--- config.mk ---
export PLATFORM = sky130hd
export DESIGN_NAME = hit_input_conditioner
export DESIGN_NICKNAME = d
export VERILOG_FILES = /design/src/rtl/hit_input_conditioner.sv
export SDC_FILE = /design/constraint.sdc
export NUM_CORES = 1
export LEC_CHECK = 0
export BUFFER_PORTS_ARGS = -buffer_cell sky130_fd_sc_hd__buf_2
export CAP_MARGIN = 0
export CORE_MARGIN = 5
export CORE_UTILIZATION = 56
export CTS_BUF_LIST = sky130_fd_sc_hd__clkbuf_16
export DETAILED_ROUTE_END_ITERATION = 16
export PLACE_DENSITY = 0.77
export SKIP_LAST_GASP = 1
export SYNTH_ARGS = -nofsm -noshare
export SYNTH_HDL_FRONTEND = slang
export SYNTH_SLANG_ARGS = --single-unit
--- constraint.sdc ---
create_clock -name clk -period 2 [get_ports clk]
set_input_delay 0.3 -clock clk [delete_from_list [all_inputs] [get_ports clk]]
set_output_delay 0.3 -clock clk [all_outputs]
set_load 0.005 [all_outputs]
--- src/rtl/hit_input_conditioner.sv ---
// rtl/hit_input_conditioner.sv - synchronise, debounce and convert mole-box presses into held hit events
// Optional drop counter built only when HIT_DROP_COUNT_EN is defined.
module hit_input_conditioner #(
    parameter int CODE_W          = 4,
    parameter int DEBOUNCE_CYCLES = 500000,
    parameter int DB_CNT_W        = 20
) (
    input  logic              clk,
    input  logic              reset,
    input  logic [CODE_W-1:0] box_raw,
    input  logic              game_en,
    input  logic              hit_ack,
    output logic              hit_valid,
    output logic [CODE_W-1:0] hit_code,
    output logic              box_held,
    output logic [7:0]        drop_count
);

    localparam logic [DB_CNT_W-1:0] CNT_MAX = DB_CNT_W'(DEBOUNCE_CYCLES - 1);
    localparam logic [0:0] S_IDLE = 1'b0;
    localparam logic [0:0] S_HELD = 1'b1;

    logic [CODE_W-1:0]   sync1_q, sync1_d, sync2_q, sync2_d;
    logic [CODE_W-1:0]   cand_q, cand_d, stable_q, stable_d;
    logic [DB_CNT_W-1:0] cnt_q, cnt_d;
    logic [0:0]          state_q, state_d;
    logic                hit_valid_q, hit_valid_d;
    logic [CODE_W-1:0]   hit_code_q, hit_code_d;
    logic                hit_event;

    always_comb begin
        sync1_d = box_raw;
        sync2_d = sync1_q;

        if (sync2_q != cand_q) begin
            cand_d = sync2_q;
            cnt_d  = '0;
        end else begin
            cand_d = cand_q;
            cnt_d  = (cnt_q == CNT_MAX) ? cnt_q : cnt_q + 1'b1;
        end
        stable_d = (cnt_q == CNT_MAX) ? cand_q : stable_q;

        // A new hit only arises from the idle (released) state.
        hit_event = 1'b0;
        state_d   = state_q;
        case (state_q)
            S_IDLE: begin
                if (stable_q != '0) begin
                    state_d   = S_HELD;
                    hit_event = 1'b1;
                end
            end
            default: begin
                if (stable_q == '0) begin
                    state_d = S_IDLE;
                end
            end
        endcase

        hit_valid_d = hit_valid_q;
        hit_code_d  = hit_code_q;
        if (!game_en) begin
            hit_valid_d = 1'b0;
            hit_code_d  = '0;
        end else if (hit_event && (!hit_valid_q || hit_ack)) begin
            hit_valid_d = 1'b1;
            hit_code_d  = stable_q;
        end else if (!hit_event && hit_ack) begin
            hit_valid_d = 1'b0;
        end
    end

    always_ff @(posedge clk) begin
        if (reset) begin
            sync1_q     <= '0;
            sync2_q     <= '0;
            cand_q      <= '0;
            stable_q    <= '0;
            cnt_q       <= '0;
            state_q     <= S_IDLE;
            hit_valid_q <= 1'b0;
            hit_code_q  <= '0;
        end else begin
            sync1_q     <= sync1_d;
            sync2_q     <= sync2_d;
            cand_q      <= cand_d;
            stable_q    <= stable_d;
            cnt_q       <= cnt_d;
            state_q     <= state_d;
            hit_valid_q <= hit_valid_d;
            hit_code_q  <= hit_code_d;
        end
    end

`ifdef HIT_DROP_COUNT_EN
    logic [7:0] drop_q, drop_d;
    logic       drop_event;

    assign drop_event = game_en && hit_event && hit_valid_q && !hit_ack;

    always_comb begin
        drop_d = drop_q;
        if (drop_event && drop_q != 8'hFF) begin
            drop_d = drop_q + 8'd1;
        end
    end

    always_ff @(posedge clk) begin
        if (reset) begin
            drop_q <= 8'd0;
        end else begin
            drop_q <= drop_d;
        end
    end

    assign drop_count = drop_q;
`else
    assign drop_count = 8'd0;
`endif

    assign hit_valid = hit_valid_q;
    assign hit_code  = hit_code_q;
    assign box_held  = (state_q == S_HELD);

endmodule
## Word-level counts from Yosys, hierarchy flattened

Index checks and enable logic that the tools add are counted.

- Register bits: 42
- Input bits: 8
- Word-level logic and storage cells: 28

- Add/sub/neg operators: 1
- Eq/ne operators: 2
- Multiplexer cells: 6
- Bitwise logic cells: 1
- Reductions and logical operators: 10

Operator list:

| cell | count |
|---|---|
| adder 20 x 1 -> 20 bit, second input constant | 1 |
| equality test 20 x 19 -> 1 bit, second input constant | 1 |
| 2-to-1 mux 1 bit | 6 |
| logical NOT 4 bit | 1 |
| != test 4 bit | 1 |
| nonzero test 4 bit | 1 |
| OR reduction 2 bit | 2 |
| logical AND 1 bit | 2 |
| logical NOT 1 bit | 2 |
| nonzero test 2 bit | 1 |
| logical OR 1 bit | 1 |
| NOT 1 bit | 1 |

## Depth between registers and ports, before layout

Gate-level depths: netlist (run 1).

- Depth in word-level cells: 7
- Depth in mapped cells: 6
- Mapped depth without buffers: 5

## Worst setup path after synthesis (run 1)

OpenSTA, ideal clock, no wires.

- Path type: register to register
- Start: reg cnt_q[0]
- End: reg cnt_q[18]
- Setup time: 74 ps
- Arrival time: 1,725 ps
- Required time: 1,926 ps
- Path slack: 201 ps
- Cell stages (with the launch flop): 6
- Buffers on the path: 0
- Path through: dfxtp_1 > ha_1 > nand4_1 > or4_1 > or3_1 > a21oi_1

- Cells in the longest elaborated chain, start to end: 1

RTL lines:

| item | line | source |
|---|---|---|
| start, declared | 25 | `logic [DB_CNT_W-1:0] cnt_q, cnt_d;` |
| start signal, assigned | 89 | `cnt_q <= cnt_d;` |
| adder 20 x 1 -> 20 bit or equality test 20 x 19 -> 1 bit (tied branches) | 40 | `cnt_d = (cnt_q == CNT_MAX) ? cnt_q : cnt_q + 1'b1;` |

Parallel ways exist; a longest one is shown, timed or not.
A chain may end at the register's enable or synchronous reset.

## Final worst setup path (run 1)

- Start: reg cnt_q[5]
- End: reg cnt_q[19]

Same word-level chain as after synthesis.

==> results of run 1 <==
==> registers in the layout, indices dropped and copies added, names as in the netlist <==
register   cells
cnt_q         20
cand_q         4
hit_code       4
stable_q       4
sync1_q        4
sync2_q        4
box_held       1
hit_valid      1
==> through the flow <==
step,power [mW],std cells,setup WS [ns]
3_3_place_gp,0.9403,250,0.1790
6_report,1.656,257,0.1099
2_1_floorplan,0.9294,200,0.2006
4_1_cts,1.678,257,0.1108
3_5_place_dp,0.9450,250,0.1256
5_1_grt,1.727,257,0.0008034
==> Yosys cell counts (all sizes together) <==
master,instances
dfxtp,42
nor2,19
nand3,13
nor2b,13
o21ai,11
a21oi,9
buf,8
nor3,8
xnor2,8
mux2i,7
nand2,7
nand4,7
xor2,6
clkbuf,5
nor4,5
inv,3
nand3b,3
or3,3
or4,2
a211oi,1
a21boi,1
a221oi,1
a31oi,1
and3,1
and4,1
conb,1
ha,1
nand2b,1
nand4b,1
nor3b,1
nor4b,1
o21ba,1
or2,1
==> worst paths after layout <==
| check | from | slack [ns] | depth (start not counted) | end |
|---|---|---|---|---|
| max | cnt_q[5]$_SDFFE_PP0P_ | 0.11 | 4 | cnt_q[19]$_SDFFE_PP0P_ |
| min | box_raw[3] | 0.23 | 2 | sync1_q[3]$_SDFF_PP0_ |
| max reg2reg | cnt_q[5]$_SDFFE_PP0P_ | 0.11 | 4 | cnt_q[19]$_SDFFE_PP0P_ |
| min reg2reg | sync1_q[3]$_SDFF_PP0_ | 0.44 | 1 | sync2_q[3]$_SDFF_PP0_ |
==> cell usage in the layout (no fill, tap or decap), types with 3 or more instances in the layout <==
master	n
a21oi_1	9
buf_2	13
buf_4	6
clkbuf_16	5
conb_1	8
dfxtp_1	42
inv_1	5
mux2i_1	7
nand2_1	7
nand3_1	13
nand3b_1	3
nand4_1	6
nor2_1	19
nor2b_1	13
nor3_1	8
nor4_1	5
o21ai_0	11
or3_1	3
xnor2_1	8
xor2_1	6
==> metal layers <==
| layer | track usage, % | vias to the layer above |
|---|---|---|
| li1 | - | 701 |
| met4 | 6.599 | 0 |
| met1 | 18.57 | 667 |
| met2 | 30.61 | 27 |
| met3 | 5.102 | 10 |
| met5 | 0 | - |
==> cell type report <==
class | instances | area, um^2 | share of cell area [%]
Multi-Input combinational cell | 142 | 868.3 | 43.03
Sequential cell | 42 | 840.8 | 41.66
Timing Repair Buffer | 19 | 110.1 | 5.456
Clock inverter | 2 | 7.507 | 0.3720
Inverter | 3 | 11.26 | 0.5580
Tap cell | 44 | 55.05 | 2.728
Clock buffer | 5 | 125.1 | 6.200
==> kinds of logic after synthesis <==
kind of cell               count (synthesis)  synth area share (%)
xor gates and xnor gates                  14                 6.916
other                                      1                0.2115
DFF                                       42                 47.42
muxes                                      7                 3.952
buffers and inverters                     16                 5.081
adders and majority gates                  1                0.7056
and+or+nand+nor                           87                 27.45
AOI/OAI and AO/OA                         25                 8.257
==> power by group through the flow <==
stage	clock, mW	combinational [mW]	sequential (mW)
after global placement	0	0.0645	0.876
after floorplan	0	0.0549	0.875
after detailed placement	0	0.0681	0.877
final	0.728	0.0687	0.859
after global routing	0.789	0.0772	0.860
after CTS	0.751	0.0680	0.859
==> critical path: cells and delay by family, from the launching register on <==
kind               cells  cell delay, ns
and+or+nand+nor        3            1.11
DFF                    1            0.47
AOI/OAI and AO/OA      1            0.22
==> metrics.md, run 1 <==
| Metric | Value |
|---|---|
| CP max stage delay | `between 0.5 and 0.6 ns` |
| Status | `finished, final reports clean` |
| Max cap viols | `0` |
| Vias in the first global route | `1385` |
| Mapped Cells | `193` |
| Die area | `roughly 4400 um^2` |
| DIE WIDTH | `between 60 and 70 um` |
| Startpoint types | `register` |
| Peak VDD IR | `between 0.0006 and 0.0007 V` |
| Post-cts hold buffer count | `0` |
| Pleak | `approximately 0.74 nW` |
| Min-delay worst type | `input pin to register` |
| Max_slew headroom | `between 50% and 60%` |
| WS Path Type | `register to register` |
| Netlist cell types | `35` |
| Cell area after layout | `between 2000 and 2500 um^2` |
| Clk sinks | `42` |
| Clock-pin slew on the worst setup and hold paths | `about 0.050 ns` |
| H-tree Lvls | `2` |
| Met3 routed WL | `around 130 um` |
| Min Hold Slack | `between 0.2 and 0.25 ns` |
| GP Congestion | `about 0.85` |
| Die Y | `between 60 and 70 um` |
| Net Sw Power | `between 300 and 400 uW` |
| Critical Path, Cell by Cell | `nand4_4 > or4_4 > or3_1 > a221oi_2` |
| Setup TNS | `0 ns` |
| Switching Share | `20.07%` |
| RSZ-0062 raised after global routing | `no` |
| Postcts setup bufs | `0` |
| Synth Cell Area | `1773 um^2` |
| PD cells | `about 820 nW/um^2` |
| Clk Latency, worst-skew pair | `~0.27 ns` |
| Clock power share | `roughly 44%` |
| Syn avg cell area | `just over 9 um^2` |
| # resized after CTS | `0` |
| Fillers | `~250` |
| Crit path DAT | `approximately 2.1 ns` |
| Synth area leaders | `dfxtp_1, nor2b_1, nor2_1` |
| Drt drc | `0` |
| Initial antenna violation count | `0` |
| Via count | `about 1400` |
| Avg WL per Cell | `approximately 13 um` |
| Top-area cell type share of the netlist area | `about 47%` |
| Via/cell ratio | `about 5.5` |
| Worst Path Required | `~2.2 ns` |
| Io pins | `22` |
| Met2 routed WL | `approximately 1.7 mm` |
| Achievable Freq | `0.5291 GHz` |
| Antenna-violating nets left | `0` |
| Combinational power share | `4.1%` |
| Num CTS Buffers | `5` |
| Crit-path max FO | `8` |
| FF+latch count, synth | `42` |
| CP endpoint kind | `register` |
| Core Util, Final | `66.11%` |
| Port buffer count | `13` |
| Fin. Hold Viols | `0` |
| Register area share after synthesis | `between 40% and 50%` |
| Internal power | `approximately 1.3 mW` |
| Final Max Tran Viols | `0` |
| Yosys top cell by area | `dfxtp_1` |
| Fin crit share | `a little over nine tenths` |
| Area growth syn-to-layout | `13.83%` |
| Post-DP HPWL | `about 2.4 mm` |
| Aggregate global-route resource usage | `about 17%` |
| Drt initial violations | `95` |
| Highest metal used | `met4` |
| CTS tree | `yes` |
| Post-Route WL | `approximately 3.4 mm` |
| Number of cell rows | `20` |
| Final setup skew | `just under 0.003 ns` |
| CTS max path bufs | `2` |
| Sequential power share | `51.9%` |
| Layout cells sized above 1 | `around 14%` |
| Congestion Overflow GR | `0` |
| Slowest-stage cell, CP | `or4_4` |
| Yosys warnings | `0` |
| Crit path time final | `around 1.9 ns` |
| Starting Density | `about three fifths` |
| WL met1 | `roughly 1.5 mm` |
| CTS Root Cell | `clkbuf_16` |
| Global-route wire length before repair | `~5.9 mm` |
| Diodes inserted | `0` |
| Pre-antenna DRT Iters | `4` |
| Number of nets in the layout | `between 200 and 250` |
| Largest net degree at the start of global routing | `20` |
| Setup Viol. Count Final | `0` |
| Area of the core | `around 3100 um^2` |
| Slew @ Worst Pin | `approximately 0.64 ns` |
| Dpl cell area | `~1900 um^2` |
No activity file was read; power rests on OpenSTA's default activity.
==> run 2: changes to the inputs <==
--- a/config.mk
+++ b/config.mk
@@ -8,10 +8,10 @@
 export BUFFER_PORTS_ARGS = -buffer_cell sky130_fd_sc_hd__buf_2
 export CAP_MARGIN = 0
 export CORE_MARGIN = 5
-export CORE_UTILIZATION = 56
+export CORE_UTILIZATION = 51
 export CTS_BUF_LIST = sky130_fd_sc_hd__clkbuf_16
 export DETAILED_ROUTE_END_ITERATION = 16
-export PLACE_DENSITY = 0.77
+export PLACE_DENSITY = 0.74
 export SKIP_LAST_GASP = 1
 export SYNTH_ARGS = -nofsm -noshare
 export SYNTH_HDL_FRONTEND = slang
==> constraint.sdc (replaced) <==
create_clock -name clk -period 1.5 [get_ports clk]
set_input_delay 0.225 -clock clk [delete_from_list [all_inputs] [get_ports clk]]
set_output_delay 0.225 -clock clk [all_outputs]
set_load 0.005 [all_outputs]
==> metrics.md, run 2 (same netlist as run 1, synthesis figures left out) <==
| Metric | Value |
|---|---|
| Commonest cells after routing, fill and taps aside | `buf_4, dfxtp_1, nor2_1 (was dfxtp_1, nor2_1, nand3_1, nor2b_1, buf_2)` |
| Non-filler cells, final | `294 (was 257)` |
| Worst Path Required | `1.70 ns (was 2.19 ns)` |
| Via count | `1565 (was 1405)` |
| CTS Root Cell | `clkbuf_16 (unchanged)` |
| Drt drc | `0 (unchanged)` |
| Startpoint types | `register (unchanged)` |
| Fin. Hold Viols | `0 (unchanged)` |
| DIE WIDTH | `68.96 um (was 66.27 um)` |
| Area growth syn-to-layout | `37.26% (was 13.83%)` |
| Max reg flops | `20 (unchanged)` |
| Peak VDD IR | `0.0005890 V (was 0.0006215 V)` |
| Largest net degree at the start of global routing | `19 (was 20)` |
| Congestion Overflow GR | `0 (unchanged)` |
| Pleak | `0.9616 nW (was 0.7417 nW)` |
| Achievable Freq | `0.5951 GHz (was 0.5291 GHz)` |
| CP max stage delay | `0.52 ns (was 0.58 ns)` |
| CP delay by family, top | `simple AND/OR/NAND/NOR gates (unchanged)` |
| Number of cell rows | `21 (was 20)` |
| Post-DP HPWL | `2.928 mm (was 2.435 mm)` |
| Diodes inserted | `0 (unchanged)` |
| Post-cts hold buffer count | `0 (unchanged)` |
| Layout cells sized above 1 | `39.11% (was 13.62%)` |
| Dpl cell area | `2152 um^2 (was 1886 um^2)` |
| Via/cell ratio | `5.323 (was 5.467)` |
| Final Max Tran Viols | `0 (unchanged)` |
| Min-delay worst type | `input pin to register (unchanged)` |
| Core Util, Final | `72.36% (was 66.11%)` |
| Switching Share | `21.64% (was 20.07%)` |
| Drt initial violations | `103 (was 95)` |
| Initial antenna violation count | `0 (unchanged)` |
| Commonest non-fill, non-tap cell in the layout | `buf_4 (was dfxtp_1)` |
| Combinational power share | `4.8% (was 4.1%)` |
| Critical Path, Cell by Cell | `nand4_1 > or4_4 > or3_4 > a221oi_2 (was nand4_4 > or4_4 > or3_1 > a221oi_2)` |
| Starting Density | `52.72% (was 58.07%)` |
| Port buffer count | `13 (unchanged)` |
| GP Congestion | `0.7891 (was 0.8528)` |
| Failing checks | `negative setup slack` |
| CP endpoint kind | `register (unchanged)` |
| Slowest-stage cell, CP | `or4_4 (unchanged)` |
| PD cells | `938.6 nW/um^2 (was 820.7 nW/um^2)` |
| Placed Instances | `280 (was 250)` |
| Clk sinks | `42 (unchanged)` |
| Area of the core | `3363 um^2 (was 3053 um^2)` |
| H-tree Lvls | `2 (unchanged)` |
| Crit-path max FO | `3 (was 8)` |
| Number of nets in the layout | `256 (was 222)` |
| Clock power share | `45.1% (was 44.0%)` |
| Die Y | `68.96 um (was 66.27 um)` |
| Num CTS Buffers | `5 (unchanged)` |
| Fin crit share | `112.0% (was 94.51%)` |
| Total Power | `2.284 mW (was 1.656 mW)` |
| Avg WL per Cell | `14.51 um (was 13.12 um)` |
| Clock-pin slew on the worst setup and hold paths | `0.06 ns (was 0.05 ns)` |
| Die area | `4755 um^2 (was 4391 um^2)` |
| Net Sw Power | `494.4 uW (was 332.4 uW)` |
| Setup WS post-layout | `-0.1803 ns (was 0.1099 ns)` |
| Fillers | `277 (was 254)` |
| CTS max path bufs | `2 (unchanged)` |
| Biggest register | `cnt_q (unchanged)` |
| Global-route wire length before repair | `7.038 mm (was 5.858 mm)` |
| Cell area after layout | `2434 um^2 (was 2018 um^2)` |
| RSZ-0062 raised after global routing | `yes (was no)` |
| CTS tree | `yes (unchanged)` |
| Crit path time final | `1.680 ns (was 1.890 ns)` |
| WS Path Type | `register to register (unchanged)` |
| Pre-antenna DRT Iters | `4 (unchanged)` |
| Post-Route WL | `4.265 mm (was 3.372 mm)` |
| CP Buf/Inv Count | `0 (unchanged)` |
| Io pins | `22 (unchanged)` |
| Clk Latency, worst-skew pair | `0.28 ns (was 0.27 ns)` |
| Crit path DAT | `1.88 ns (was 2.08 ns)` |
| Antenna-violating nets left | `0 (unchanged)` |
| Internal power | `1.790 mW (was 1.324 mW)` |
| Final setup skew | `0.004078 ns (was 0.002979 ns)` |
| Setup Viol. Count Final | `12 (was 0)` |
| Status | `finished, violations left (was finished, final reports clean)` |
| Sequential power share | `50.2% (was 51.9%)` |
| Aggregate global-route resource usage | `20.40% (was 17.06%)` |
| Max cap viols | `0 (unchanged)` |
| Vias in the first global route | `1547 (was 1385)` |
run 2: cell count changes in the layout (fill, tap and decap cells not counted), sizes merged:
cell / change
buf: +34
clkinv: +2
inv: -1
run 2: cell type report:
type / instances / area [um^2] / area share [%]
tap: 46 / 57.56 / 2.365
inverter: 3 / 11.26 / 0.4627
sequential: 42 / 862.1 / 35.42
timing repair buffer: 53 / 369.1 / 15.17
multi-input combinational: 142 / 991.0 / 40.72
clock buffer: 5 / 125.1 / 5.141
clock inverter: 3 / 17.52 / 0.7198
run 2: worst register-to-register path, delay by kind of cell (launching register included):
family / cells / cell delay (ns)
flip-flops: 1 / 0.34
AND/OR/NAND/NOR: 3 / 1.03
AO/OA/AOI/OAI: 1 / 0.23
run 2: layer usage:
layer / global-route usage, % / up-vias / part of all wire (%)
met5: 0 / - / 0
met4: 9.489 / 0 / 3.0
met3: 5.835 / 14 / 5.1
met2: 34.17 / 43 / 50
met1: 23.93 / 739 / 42
li1: - / 769 / -
run 2: metrics by stage:
stage	TNS, ns	setup WS, ns	hold slack (ns)
floorplan	-0.3430	-0.1408	0.3532
global placement	-0.7454	-0.1210	0.4230
detailed placement	-0.9804	-0.1972	0.4246
CTS	-1.030	-0.1565	0.1435
global route	-1.919	-0.2292	0.1602
finish	-1.186	-0.1803	0.1499
run 2: what timing repair did:
action                     in CTS  in global routing
setup endpoints to repair      15                 25
pin swaps                       5                  3
setup buffers                   5                  1
gates resized for setup        11                 11
run 2: power groups by stage:
stage | sequential [mW] | clock [mW] | combinational (mW)
CTS | 1.15 | 1.05 | 0.105
finish | 1.15 | 1.03 | 0.109
global route | 1.15 | 1.11 | 0.123
detailed placement | 1.17 | 0 | 0.104
floorplan | 1.17 | 0 | 0.0762
global placement | 1.17 | 0 | 0.0995
run 2: final timing paths:
path	slack (ns)	depth (start not counted)	startpoint	end
min	0.15	2	box_raw[3]	sync1_q[3]$_SDFF_PP0_
min reg2reg	0.44	1	sync1_q[0]$_SDFF_PP0_	sync2_q[0]$_SDFF_PP0_
max	-0.18	4	cnt_q[11]$_SDFFE_PP0P_	cnt_q[19]$_SDFFE_PP0P_
max reg2reg	-0.18	4	cnt_q[11]$_SDFFE_PP0P_	cnt_q[19]$_SDFFE_PP0P_
